**config.mk**
```make
export PLATFORM = sky130hd
export DESIGN_NAME = plic_src_conditioner
export DESIGN_NICKNAME = d
export VERILOG_FILES = /design/src/rtl/plic_src_pkg.sv /design/src/rtl/plic_src_filter.sv /design/src/rtl/plic_src_conditioner.sv
export SDC_FILE = /design/constraint.sdc
export NUM_CORES = 1
export LEC_CHECK = 0
export ABC_AREA = 1
export CAP_MARGIN = 10
export CORE_AREA = 2 2 221 223
export CTS_CLUSTER_DIAMETER = 60
export DETAILED_ROUTE_END_ITERATION = 8
export DIE_AREA = 0 0 223 225
export GPL_TIMING_DRIVEN = 0
export PLACE_DENSITY = 0.71
export SKIP_LAST_GASP = 1
export SLEW_MARGIN = 25
export SYNTH_ARGS = -nofsm -noshare
export SYNTH_HDL_FRONTEND = slang
export SYNTH_SLANG_ARGS = --single-unit
export TNS_END_PERCENT = 50
```
**constraint.sdc**
```tcl
create_clock -name HCLK -period 3.66 [get_ports HCLK]
set_input_delay 0.732 -clock HCLK [delete_from_list [all_inputs] [get_ports HCLK]]
set_output_delay 0.732 -clock HCLK [all_outputs]
set_load 0.005 [all_outputs]
```
**src/rtl/plic_src_pkg.sv**
```systemverilog
// Shared types and helpers for the PLIC source conditioner.
package plic_src_pkg;

   typedef enum logic [1:0] {
      ST_LO   = 2'd0,
      QUAL_HI = 2'd1,
      ST_HI   = 2'd2,
      QUAL_LO = 2'd3
   } filt_state_t;

   // Debounce counter width able to hold 0..filter_cnt.
   function automatic int unsigned cnt_bits(input int unsigned filter_cnt);
      return $clog2(filter_cnt + 1);
   endfunction

endpackage

```
**src/rtl/plic_src_filter.sv**
```systemverilog
// Per-source debounce FSM: a new level must hold for FILTER_CNT sample ticks
// before it is accepted; filt_en = 0 bypasses the filter.
module plic_src_filter
   import plic_src_pkg::*;
#(
   parameter int unsigned FILTER_CNT = 4
) (
   input  logic clk,
   input  logic rst,
   input  logic tick,
   input  logic sync,
   input  logic filt_en,
   output logic src,
   output logic src_rise
);

   localparam int unsigned    CW       = cnt_bits(FILTER_CNT);
   localparam logic [CW-1:0]  CNT_LAST = CW'(FILTER_CNT - 1);

   filt_state_t   state_q, state_d;
   logic [CW-1:0] cnt_q, cnt_d;
   logic          src_q, src_d;
   logic          rise_q, rise_d;

   always_ff @(posedge clk) begin
      if (rst) begin
         state_q <= ST_LO;
         cnt_q   <= '0;
         src_q   <= 1'b0;
         rise_q  <= 1'b0;
      end else begin
         state_q <= state_d;
         cnt_q   <= cnt_d;
         src_q   <= src_d;
         rise_q  <= rise_d;
      end
   end

   always_comb begin
      state_d = state_q;
      cnt_d   = cnt_q;
      if (!filt_en) begin
         // Track the synchronised level so re-enabling never creates an edge.
         state_d = sync ? ST_HI : ST_LO;
         cnt_d   = '0;
      end else if (tick) begin
         unique case (state_q)
            ST_LO: begin
               if (sync) begin
                  if (FILTER_CNT == 1) begin
                     state_d = ST_HI;
                     cnt_d   = '0;
                  end else begin
                     state_d = QUAL_HI;
                     cnt_d   = CW'(1);
                  end
               end
            end
            QUAL_HI: begin
               if (!sync) begin
                  state_d = ST_LO;
                  cnt_d   = '0;
               end else if (cnt_q == CNT_LAST) begin
                  state_d = ST_HI;
                  cnt_d   = '0;
               end else begin
                  cnt_d = cnt_q + CW'(1);
               end
            end
            ST_HI: begin
               if (!sync) begin
                  if (FILTER_CNT == 1) begin
                     state_d = ST_LO;
                     cnt_d   = '0;
                  end else begin
                     state_d = QUAL_LO;
                     cnt_d   = CW'(1);
                  end
               end
            end
            QUAL_LO: begin
               if (sync) begin
                  state_d = ST_HI;
                  cnt_d   = '0;
               end else if (cnt_q == CNT_LAST) begin
                  state_d = ST_LO;
                  cnt_d   = '0;
               end else begin
                  cnt_d = cnt_q + CW'(1);
               end
            end
            default: begin
               state_d = ST_LO;
               cnt_d   = '0;
            end
         endcase
      end
   end

   always_comb begin
      src_d  = (state_q == ST_HI) || (state_q == QUAL_LO);
      rise_d = src_d & ~src_q;
   end

   assign src      = src_q;
   assign src_rise = rise_q;

endmodule

```
**src/rtl/plic_src_conditioner.sv**
```systemverilog
// PLIC source front-end: synchroniser, shared prescaler and per-source debounce.
// Optional PLIC_SRC_POLARITY_EN adds src_pol to make individual lines active-low.
module plic_src_conditioner
   import plic_src_pkg::*;
#(
   parameter int unsigned SOURCES     = 64,
   parameter int unsigned SYNC_STAGES = 2,
   parameter int unsigned FILTER_CNT  = 4,
   parameter int unsigned PRESCALE    = 1
) (
   input  logic               HCLK,
   input  logic               HRESET,
   input  logic [SOURCES-1:0] src_async,
   input  logic [SOURCES-1:0] filt_en,
`ifdef PLIC_SRC_POLARITY_EN
   input  logic [SOURCES-1:0] src_pol,
`endif
   output logic [SOURCES-1:0] src,
   output logic [SOURCES-1:0] src_rise
);

   localparam int unsigned   PW         = (PRESCALE > 1) ? $clog2(PRESCALE) : 1;
   localparam logic [PW-1:0] PRESC_LAST = PW'(PRESCALE - 1);

   logic [SOURCES-1:0] pol_in;
   logic [SOURCES-1:0] sync_q [SYNC_STAGES];
   logic [SOURCES-1:0] sync_d [SYNC_STAGES];
   logic [PW-1:0]      presc_q, presc_d;
   logic               tick;

`ifdef PLIC_SRC_POLARITY_EN
   assign pol_in = src_async ^ src_pol;
`else
   assign pol_in = src_async;
`endif

   always_comb begin
      sync_d[0] = pol_in;
      for (int k = 1; k < SYNC_STAGES; k++) begin
         sync_d[k] = sync_q[k-1];
      end
   end

   // Shared sample-tick prescaler; with PRESCALE = 1 the tick is constant.
   always_comb begin
      tick    = (presc_q == PRESC_LAST);
      presc_d = tick ? '0 : presc_q + PW'(1);
   end

   always_ff @(posedge HCLK) begin
      if (HRESET) begin
         for (int k = 0; k < SYNC_STAGES; k++) begin
            sync_q[k] <= '0;
         end
         presc_q <= '0;
      end else begin
         for (int k = 0; k < SYNC_STAGES; k++) begin
            sync_q[k] <= sync_d[k];
         end
         presc_q <= presc_d;
      end
   end

   for (genvar i = 0; i < SOURCES; i++) begin : g_src
      plic_src_filter #(
         .FILTER_CNT (FILTER_CNT)
      ) u_filter (
         .clk      (HCLK),
         .rst      (HRESET),
         .tick     (tick),
         .sync     (sync_q[SYNC_STAGES-1][i]),
         .filt_en  (filt_en[i]),
         .src      (src[i]),
         .src_rise (src_rise[i])
      );
   end

endmodule

```
### Yosys cells after proc, flatten, opt, wreduce, memory -nomap -nowiden

Memories as Yosys holds them, arrays and structs flattened.
Index checks and enable logic that the tools add are counted.

* word-level logic and storage cells: 2572
* memory bits (read-only): 0
* latch bits: 0
* memories kept: 1
* output and inout bits: 128
* bits in registers: 449
* memory bits (writable): 128
* input port bits: 130

Memories
* sync_q: depth 2, width 64, read ports 2, clocked after Yosys merged registers in 0, write ports 2, RTL line plic_src_conditioner.sv:26 `logic [SOURCES-1:0] sync_q [SYNC_STAGES];`

* order comparisons: 0
* $mul: 0
* reduce and logical (&&, ||, !) cells: 321
* bitwise logic cells: 195
* shift-type cells: 0
* $add $sub $neg: 65
* muxes and demuxes: 1029
* equality and inequality tests: 704
* div/mod/pow operators: 0

Operator list (number)
* two-way mux 2 bit: 576
* two-way mux 3 bit: 320
* case mux 3 bit (4 select lines): 64
* case mux 2 bit (4 select lines): 64
* AND reduction 5 bit: 64
* equality test 2 bit (second input constant): 128
* inequality test 2 bit (second input constant): 128
* inequality test 4 x 2 -> 1 bit (second input constant): 64
* inequality test 4 bit (second input constant): 64
* adder 3 x 1 -> 3 bit (second input constant): 64
* equality test 3 x 2 -> 1 bit (second input constant): 64
* inequality test 3 x 2 -> 1 bit (second input constant): 64
* inequality test 3 bit (second input constant): 64
* AND reduction 3 bit: 64
* OR reduction 2 bit: 65
* NOT 1 bit: 129
* equality test 2 x 1 -> 1 bit (second input constant): 64
* zero test 2 bit: 64
* two-way mux 64 bit: 2
* inequality test 2 x 1 -> 1 bit (second input constant): 64
* AND 1 bit: 64
* logical OR 1 bit: 64
* two-way mux 1 bit: 3
* bitwise OR 1 bit: 2
* adder 1 bit (second input constant): 1

### Longest topological paths before layout

Gate-level depths: netlist (run 1).

* word-level depth: 6
* mapped depth: 10
* gate-level depth less buffers: 10

### Cells and area by module

A second synthesis (run 1) with hierarchy kept.

* cells, all modules: 3665
* area, all modules: 25806.0 sq um

Modules (own cells, without submodules)
* plic_src_filter: sequential area each 140.1 sq um, area each 345.3 sq um, times used 64, cells each 51
* plic_src_conditioner: sequential area each 2582.5 sq um, area each 3704.8 sq um, times used 1, cells each 401

### Worst setup path after synthesis (run 1)

No wires, ideal clock.

* kind: input port to flip-flop
* start: input filt_en[50]
* end: register g_src[50].u_filter.state_q[0]
* cell stages on the path: 9
* arrival: 1.363 ns
* buffers on the path: 1
* setup slack: 2.184 ns
* library setup time: 0.113 ns
* required time: 3.547 ns
* cell sequence: buf_2 -> inv_1 -> nor2_1 -> nand3_1 -> nand3_1 -> nor2_1 -> nand2_1 -> nand2_1 -> nor2_1

* cells in the longest elaborated chain, start to end: 2
* elaborated cells on any way between the ends: 7
* those cells by class: eq/ne: 5; mux: 1; reduce/logical: 1

Ends and longest elaborated chain
* start, declared: RTL line plic_src_conditioner.sv:14 `input logic [SOURCES-1:0] filt_en,`
* inequality test 4 x 2 -> 1 bit (no source line), or another cell as far along
* AND reduction 5 bit (no source line)
* end signal, assigned: RTL line plic_src_filter.sv:32 `state_q <= state_d;`
* end, declared: RTL line plic_src_filter.sv:20 `filt_state_t state_q, state_d;`

Parallel ways exist; a longest one is shown, timed or not.
A chain may end at the register's enable or synchronous reset.

### Final worst setup path (run 1)

* start: register g_src[18].u_filter.rise_q
* end: output src_rise[18]

RTL lines
* start, declared: RTL line plic_src_filter.sv:23 `logic rise_q, rise_d;`
* start signal, assigned: RTL line plic_src_filter.sv:35 `rise_q <= rise_d;`
* end, declared: RTL line plic_src_conditioner.sv:19 `output logic [SOURCES-1:0] src_rise`

No word-level cell between the ends.

==> results of run 1 <==
## worst max-delay path, cell delays in order, from the launching register on
cell and delay (ns):
dfxtp_1 0.42, buf_4 0.14, clkdlybuf4s50_1 0.49
## per-layer routing
| layer | wire length [µm] | up-vias | track usage (%) |
|---|---|---|---|
| met5 | 24 | - | 0 |
| met4 | 3750 | 4 | 15.4 |
| li1 | - | 10200 | - |
| met2 | 31000 | 808 | 44.2 |
| met1 | 27700 | 9631 | 32.1 |
| met3 | 5810 | 186 | 5.48 |
## metrics by stage
| stage | power [mW] | instances | instance area, µm² |
|---|---|---|---|
| finish | 14.0 | 4094 | 28800 |
| global route | 14.4 | 4092 | 28800 |
| CTS | 14.0 | 4090 | 28800 |
| detailed placement | 8.12 | 3984 | 26900 |
| global placement | 8.08 | 3984 | 26900 |
| floorplan | 7.50 | 3113 | 23600 |
## cell type report
cell class	instances	area, µm²	area share (%)
inverters	449	1690	5.85
flip-flops and latches	577	11600	40.1
diodes	4	10.0	0.0347
multi-input cells	1887	8980	31.1
clock buffers	76	1590	5.51
repair buffers	256	2560	8.89
plain buffers	200	1350	4.69
well taps	615	769	2.67
clock inverters	30	325	1.13
## Yosys cell counts (all sizes together), types with 22 or more instances
cell	number
a21oi	197
nand3b	22
nand2	578
dfxtp	577
buf	192
inv	449
xor2	42
o21ai	131
nor2	505
nor3	131
nand3	153
ha	64
## path summary, 6_finish.rpt
check                                                   to  cells past startpoint  slack (ns)                   startpoint
worst max register to register  g_src[0].u_filter.cnt_q[1]                      5        1.92                      presc_q
worst min register to register               sync_q[0][98]                      2        0.40                sync_q[0][34]
worst min-delay path                         sync_q[0][98]                      2        0.40                sync_q[0][34]
worst max-delay path                          src_rise[18]                      2        1.26  g_src[18].u_filter.src_rise
## cells by family (layout without fill, tap and decap cells)
| kind of cell | Yosys count | after routing |
|---|---|---|
| simple gates | 1410 | 1410 |
| buf+inv | 649 | 1011 |
| flops | 577 | 577 |
| compound gates | 358 | 358 |
| fa+ha+maj | 64 | 64 |
| xor+xnor | 54 | 54 |
| other cells | 1 | 5 |
## report_power, final
group / switching, mW / leakage, nW / internal (mW) / total, mW
Combinational: 0.799 / 7.12 / 0.558 / 1.36
Clock: 2.57 / 0.923 / 3.42 / 5.99
Sequential: 0.141 / 4.71 / 6.51 / 6.65
Total: 3.51 / 12.7 / 10.5 / 14.0
==> qor.yml, run 1 <==
endpoint_kind: "output pin"
startpoint_type: "flip-flop"
cts_sinks: 577
syn_area_um2: 23600
synth_fa_ha_area_share_pct: 3.40
worstPathArrival_ns: 1.67
finalWirelength_um: 68300
dp_hpwl_um: 47500
finalWorstSetupSlack_ns: 1.26
period_needed_ns: 2.40
grt_max_degree: 16
clk_latency_ns: 0.63
ant_nets: 0
ios: 258
ys_seq_area_share_pct: 49.0
pre_cts_ws_ns: 0.974
relSlewSlack_pct: 26.6
critical_path_class: "flip-flop to output pin"
cts_setup_buffers: 0
yosys.area_share.simple_pct: 24.7
leakage_nw: 12.7
mostFrequentLayoutCell: "nand2_1"
nets: 3623
wl_per_cell_um: 16.7
path_clk_slew_ns: 0.07
root_buffer: "clkbuf_16"
fillerInstances: 4165
grt_pass1_wl_um: 103000
synth_compound_area_share_pct: 7.99
fp.coreArea_um2: 47500
hold_class: "flip-flop to flip-flop"
synth_top_area_cell: "dfxtp_1"
hold_buffers: 0
synthCells: 3113
cts_resized: 0
fmax_ghz: 0.416
grt-ovfl-total: 0
tritoncts: "done"
synth_area_leaders: "dfxtp_1 (49%), nand2_1 (9.2%), nor2_1 (7.9%)"
maxCapViolCount: 0
synth-seq-cells: 577
grt_use_total_pct: 26.6
synth-edff-count: 0
synth_top_area_share_pct: 49.0
synthArstFlopShare_pct: 0
post-route-util_pct: 60.6
synth_top_family_by_area: "simple AND/OR/NAND/NOR gates"
drtIter0Drc: 1579
worst_slew_pin_slew_ns: 1.10
critical_path_peak_fanout: 1
finalClockSkew_ns: 0.0239
syn_avg_cell_area_um2: 7.57
status: "complete, no violations"
ys_warn_count: 0
ir_drop_mv: 0.382
grt_pass1_vias: 20000
layout_common_cells: "nand2_1 (578), dfxtp_1 (577), nor2_1 (498)"
setup_viol: 0
drt_first_pass_iters: 6
setup_tns_ns: 0
synth_top_flop_cell: "dfxtp_1"
grt_antenna_before_repair: 5
rows: 80
drc: 0
via_per_inst: 5.10
fin_crit_sh_pct: 65.6
hold_slack_ns: 0.400
slew_violations: 0
rsz0062_at_grt: "false"
synth-xor-area-share_pct: 2.01
ys_types: 36
numCtsBuffers: 58
area_delta_synth_final_pct: 22.3
h-tree-depth: 2
start_util_pct: 49.6
routabilityCongestion: 0.873
die_w_um: 223
synthesis.nets: 3307
drive_above_1_share_pct: 8.83
finalHoldViolations: 0
vias: 20900
die_h_um: 225
clk_path_buf_depth: 3
cp.required_ns: 2.93
synthMuxAreaShare_pct: 0
dieArea_um2: 50200
port_buffers: 256
powerDensity_nw_per_um2: 486
(Power assumes the default switching activity.)
==> run 2, diff against run 1 <==
PLACE_DENSITY = 0.74   (was 0.71)
clock period = 1.97 ns   (was 3.66 ns; I/O delays follow)
==> run 2 against run 1 <==
Compared with the run above: count of clock-buffer cells in the layout up 12; clock skew decreased by 0.012 ns; routed wire length fell by 5.1%; design area rose by 0.60%; global-route usage fell by 0.83 points; core utilization rose by 0.36 points; setup slack worse by 1.2 ns; first-iteration DRC count fell by 8.0%; via count shrank 3.6%; sequential power rose by 86%; cell count about the same; critical path type unchanged.
==> qor.yml, run 2 (synthesis results as in run 1) <==
drtIter0Drc: 1452  # -8.0%
dieArea_um2: 50200  # unchanged
dpl_cell_area_um2: 26900  # unchanged
tritoncts: "done"
nets: 3624  # +0.028%
vias: 20100  # -3.6%
cts_sinks: 577  # unchanged
p_switching_mw: 6.38  # +82%
grt_max_degree: 15  # -1
maxCapViolCount: 0  # unchanged
combinationalPowerShare_pct: 9.3  # -0.4 points
fp.coreArea_um2: 47500  # unchanged
cp_num_buf_inv: 2  # unchanged
drt_first_pass_iters: 5  # -1
finalClockSkew_ns: 0.0117  # -0.0121 ns
mostFrequentLayoutCell: "nand2_1"
clk_path_buf_depth: 3  # unchanged
setup_tns_ns: 0  # unchanged
layout_common_cells: "nand2_1 (578), dfxtp_1 (558), nor2_1 (498)"
numCtsBuffers: 59  # +1.7%
area_delta_synth_final_pct: 23.1
status: "complete, no violations"
clk_latency_ns: 0.62  # about the same
finalWirelength_um: 64800  # -5.1%
grt_pass1_wl_um: 99200  # -3.7%
fin_cells: 4096  # +0.049%
endpoint_kind: "output pin"
ios: 258  # unchanged
crit_chain: "buf_4 -> clkdlybuf4s50_1"
clkPwrFrac_pct: 44.1  # +1.3 points
worst_slew_pin_slew_ns: 1.09  # -0.00699 ns
dp_hpwl_um: 44600  # -6.0%
h-tree-depth: 2  # unchanged
top_usage_layer: "met2"
start_util_pct: 49.6  # unchanged
post-route-util_pct: 61.0  # +0.36 points
power_mw: 26.5  # +89%
relSlewSlack_pct: 27.1  # +0.47 points
die_h_um: 225  # unchanged
critical_path_peak_fanout: 1  # unchanged
period_needed_ns: 1.94
drc: 0  # unchanged
grt_antenna_before_repair: 3  # -2
gr-usage-met1_pct: 33.3  # +1.3 points
ant_nets: 0  # unchanged
grt_use_total_pct: 25.8  # -0.83 points
final_cell_area_um2: 29000  # +0.60%
fillerInstances: 4263  # +2.4%
slew_violations: 0  # unchanged
sequentialPowerShare_pct: 46.6  # -0.9 points
hold_class: "primary input to flip-flop"
cts_setup_buffers: 0  # unchanged
path_clk_slew_ns: 0.06  # about the same
ir_drop_mv: 0.564  # +48%
crit_family: "buffers and inverters"
port_buffers: 256  # unchanged
internal_power_mw: 20.1  # +92%
crit_path_top_delay_cell: "clkdlybuf4s50_1"
hold_buffers: 0  # unchanged
met3_usage_pct: 5.42  # -0.052 points
hold_slack_ns: 0.208  # -0.192 ns
via_per_inst: 4.91  # -3.6%
rows: 80  # unchanged
worstPathArrival_ns: 1.55  # -0.12 ns
pre_cts_ws_ns: -0.340  # -1.31 ns
root_buffer: "clkbuf_16"
critical_path_class: "flip-flop to output pin"
drive_above_1_share_pct: 9.43  # +0.60 points
grt-ovfl-total: 0  # unchanged
cpPeakStageDelay_ns: 0.49  # about the same
routabilityCongestion: 0.880  # +0.77%
fmax_ghz: 0.515
cp.required_ns: 1.58  # -1.35 ns
finalHoldViolations: 0  # unchanged
startpoint_type: "flip-flop"
finalWorstSetupSlack_ns: 0.0286  # -1.23 ns
rsz0062_at_grt: "true"
powerDensity_nw_per_um2: 914  # +88%
grt_pass1_vias: 18500  # -7.6%
use_met2_pct: 41.6  # -2.6 points
dp_cells: 3984  # unchanged
fin_crit_sh_pct: 98.5
wl_per_cell_um: 15.8  # -5.1%
switching_share_pct: 24.1  # -1.0 points
leakage_nw: 13.0  # +1.9%
setup_viol: 0  # unchanged
die_w_um: 223  # unchanged
==> run 2: cell count changes in the layout (fill, tap and decap cells not counted), sizes merged <==
cell           delta
dlymetal6s2s      +8
bufinv            +1
clkinv            -6
dlygate4sd2       +5
diode             -1
clkbuf           +12
clkdlybuf4s50    -13
clkinvlp          -4
==> run 2: layout make-up <==
class,instances,area (µm²),share of cell area [%]
antenna,3,7.51,0.0259
buffer,200,1350,4.66
clock buffer,88,1780,6.13
clock inverter,21,272,0.936
inverter,449,1690,5.81
multi-input combinational,1887,8980,31.0
sequential,577,11600,39.9
tap,615,769,2.65
timing repair buffer,256,2580,8.89
==> run 2: tightest hold or removal path: cells and delay by family <==
kind | cells | cell delay (ns)
and+or+nand+nor | 4 | 0.25
buffers and inverters | 1 | 0.15
==> run 2: power by group through the flow <==
stage	registers (mW)	clock network [mW]	logic, mW
after floorplan	12.5	0	1.39
after global placement	12.6	0	2.42
after detailed placement	12.6	0	2.45
after CTS	12.4	11.8	2.47
after global routing	12.4	12.3	2.73
final	12.4	11.7	2.47
==> run 2: per-layer routing <==
metal | routed length [µm] | part of all wire (%)
met1 | 28400 | 44
met2 | 29200 | 45
met3 | 4620 | 7.1
met4 | 2540 | 3.9
met5 | 15 | 0.023
==> run 2: final timing paths <==
kind	from	to	slack (ns)	cells past startpoint
worst min register to register	sync_q[0][9]	sync_q[0][73]	0.39	2
worst max-delay path	g_src[10].u_filter.src_rise	src_rise[10]	0.03	2
worst max register to register	presc_q	g_src[62].u_filter.cnt_q[1]	0.19	5
worst min-delay path	filt_en[50]	g_src[50].u_filter.state_q[0]	0.21	5
==> run 2: what timing repair did <==
item | CTS | global route
endpoints found under the setup margin | 18 | 40
pin swaps | 0 | 0
hold endpoints to repair | 0 | 0
gates resized for setup | 9 | 24
==> run 3, diff against run 2 <==
RECOVER_POWER = 25   (was unset)
==> run 3 against run 2 <==
Compared with the run above: sequential power is essentially flat; global-route usage stayed put; combinational power about the same; critical path depth up 4; fmax barely moved; hold slack better by 0.0030 ns; register-to-register slack got worse by 0.02 ns; clock power hardly changed; non-clock buffer count unchanged; die area unchanged; critical path type is now primary input to flip-flop.
==> qor.yml, run 3 (synthesis results as in run 1) <==
status: "complete, no violations"
finalHoldViolations: 0  # unchanged
fillerInstances: 4269  # +0.14%
numCtsBuffers: 59  # unchanged
rows: 80  # unchanged
finalWirelength_um: 64800  # about the same
clk_latency_ns: 0.61  # about the same
grt_pass1_wl_um: 99200  # unchanged
fin_crit_sh_pct: 98.6  # about the same
cts_sinks: 577  # unchanged
setup_tns_ns: 0  # unchanged
mostFrequentLayoutCell: "nand2_1"
die_w_um: 223  # unchanged
root_buffer: "clkbuf_16"
h-tree-depth: 2  # unchanged
vias: 20100  # +0.0099%
dp_cells: 3984  # unchanged
nets: 3624  # unchanged
post-route-util_pct: 60.9  # -0.066 points
relSlewSlack_pct: 27.6  # +0.54 points
period_needed_ns: 1.94  # +0.00167 ns
setup_viol: 0  # unchanged
routabilityCongestion: 0.880  # unchanged
ir_drop_mv: 0.564  # about the same
leakage_nw: 13.0  # -0.18%
maxCapViolCount: 0  # unchanged
port_buffers: 256  # unchanged
critical_path_peak_fanout: 10  # +9
via_per_inst: 4.92  # about the same
worstPathArrival_ns: 2.49  # +0.94 ns
finalClockSkew_ns: 0.00942  # -0.00232 ns
drc: 0  # unchanged
grt_antenna_before_repair: 3  # unchanged
rsz0062_at_grt: "true"
startpoint_type: "primary input"
endpoint_kind: "flip-flop"
regToRegSetupSlack_ns: 0.17  # -0.02 ns
clk_path_buf_depth: 3  # unchanged
dieArea_um2: 50200  # unchanged
fin_cells: 4095  # -0.024%
start_util_pct: 49.6  # unchanged
path_clk_slew_ns: 0.06  # about the same
cp.required_ns: 2.52  # +0.94 ns
powerDensity_nw_per_um2: 915  # about the same
drive_above_1_share_pct: 9.14  # -0.29 points
hold_slack_ns: 0.211  # +0.00298 ns
fp.coreArea_um2: 47500  # unchanged
wl_per_cell_um: 15.8  # about the same
grt_pass1_vias: 18500  # unchanged
ant_nets: 0  # unchanged
grt_use_total_pct: 25.8  # unchanged
dp_hpwl_um: 44600  # unchanged
hold_class: "primary input to flip-flop"
cts_setup_buffers: 0  # unchanged
area_delta_synth_final_pct: 22.9
layout_common_cells: "nand2_1 (578), dfxtp_1 (558), nor2_1 (498)"
fmax_ghz: 0.515  # about the same
tritoncts: "done"
slew_violations: 0  # unchanged
worst_slew_pin_slew_ns: 1.09  # -0.00813 ns
grt-ovfl-total: 0  # unchanged
grt_max_degree: 15  # unchanged
pre_cts_ws_ns: -0.340  # unchanged
finalWorstSetupSlack_ns: 0.0269  # -0.00167 ns
drt_first_pass_iters: 6  # +1
ios: 258  # unchanged
critical_path_class: "primary input to flip-flop"
die_h_um: 225  # unchanged
drtIter0Drc: 1402  # -3.4%
[run 3: changes by cell type in the layout (fill, tap and decap cells not counted)]
cell | previous run | this run
buf_4 | 133 | 131
clkbuf_1 | 17 | 25
buf_2 | 54 | 35
buf_6 | 4 | 3
a21oi_2 | 4 | 2
a21oi_1 | 193 | 195
clkdlybuf4s50_1 | 243 | 242
and2_1 | 2 | 1
clkbuf_2 | 3 | 17
and2_0 | 0 | 1
diode_2 | 3 | 2
dlygate4sd3_1 | 0 | 1
[run 3: area by class of cell]
type	count	area, µm²	area share (%)
Buffer	200	1330	4.59
Tap cell	615	769	2.66
Inverter	449	1690	5.82
Clock buffer	88	1780	6.14
Timing Repair Buffer	256	2580	8.89
Antenna cell	2	5.00	0.0173
Multi-Input combinational cell	1887	8970	31.0
Clock inverter	21	272	0.937
Sequential cell	577	11600	40.0
[run 3: what timing repair did]
| item | in CTS | in global routing |
|---|---|---|
| endpoints found under the setup margin | 18 | 40 |
| hold buffers | 0 | 0 |
| resized for setup | 9 | 24 |
[run 3: path summary, 6_finish.rpt]
kind / depth (start not counted) / startpoint / endpoint
setup / recovery: 6 / HRESET / flip-flop
hold / removal: 5 / filt_en[50] / g_src[50].u_filter.state_q[0]
setup reg to reg: 4 / presc_q / g_src[5].u_filter.cnt_q[0]
hold reg to reg: 2 / sync_q[0][9] / sync_q[0][73]
[run 3: power by group]
part / switching (mW) / total, mW / internal [mW]
Sequential: 0.259 / 12.4 / 12.1
Clock: 4.66 / 11.7 / 7.01
Combinational: 1.44 / 2.47 / 1.02
[run 3: metrics by stage]
step,area [µm²],power [mW]
2_1_floorplan,23600,13.9
3_3_place_gp,26900,15.0
4_1_cts,28900,26.6
3_5_place_dp,26900,15.1
5_1_grt,29000,27.5
6_report,29000,26.5
[run 3: critical path: stages]
cell           delay [ns]
dlygate4sd3_1        0.59
inv_2                0.14
clkbuf_1             0.68
clkbuf_2             0.45
o21ai_0              0.14
nor2_1               0.09
[run 3: metal layers]
metal / up-vias / global-route usage [%] / wire length (µm)
li1: 10300 / - / -
met1: 9123 / 33.3 / 28400
met2: 605 / 41.6 / 29100
met3: 129 / 5.42 / 4730
met4: 2 / 11.4 / 2520
met5: - / 0 / 15
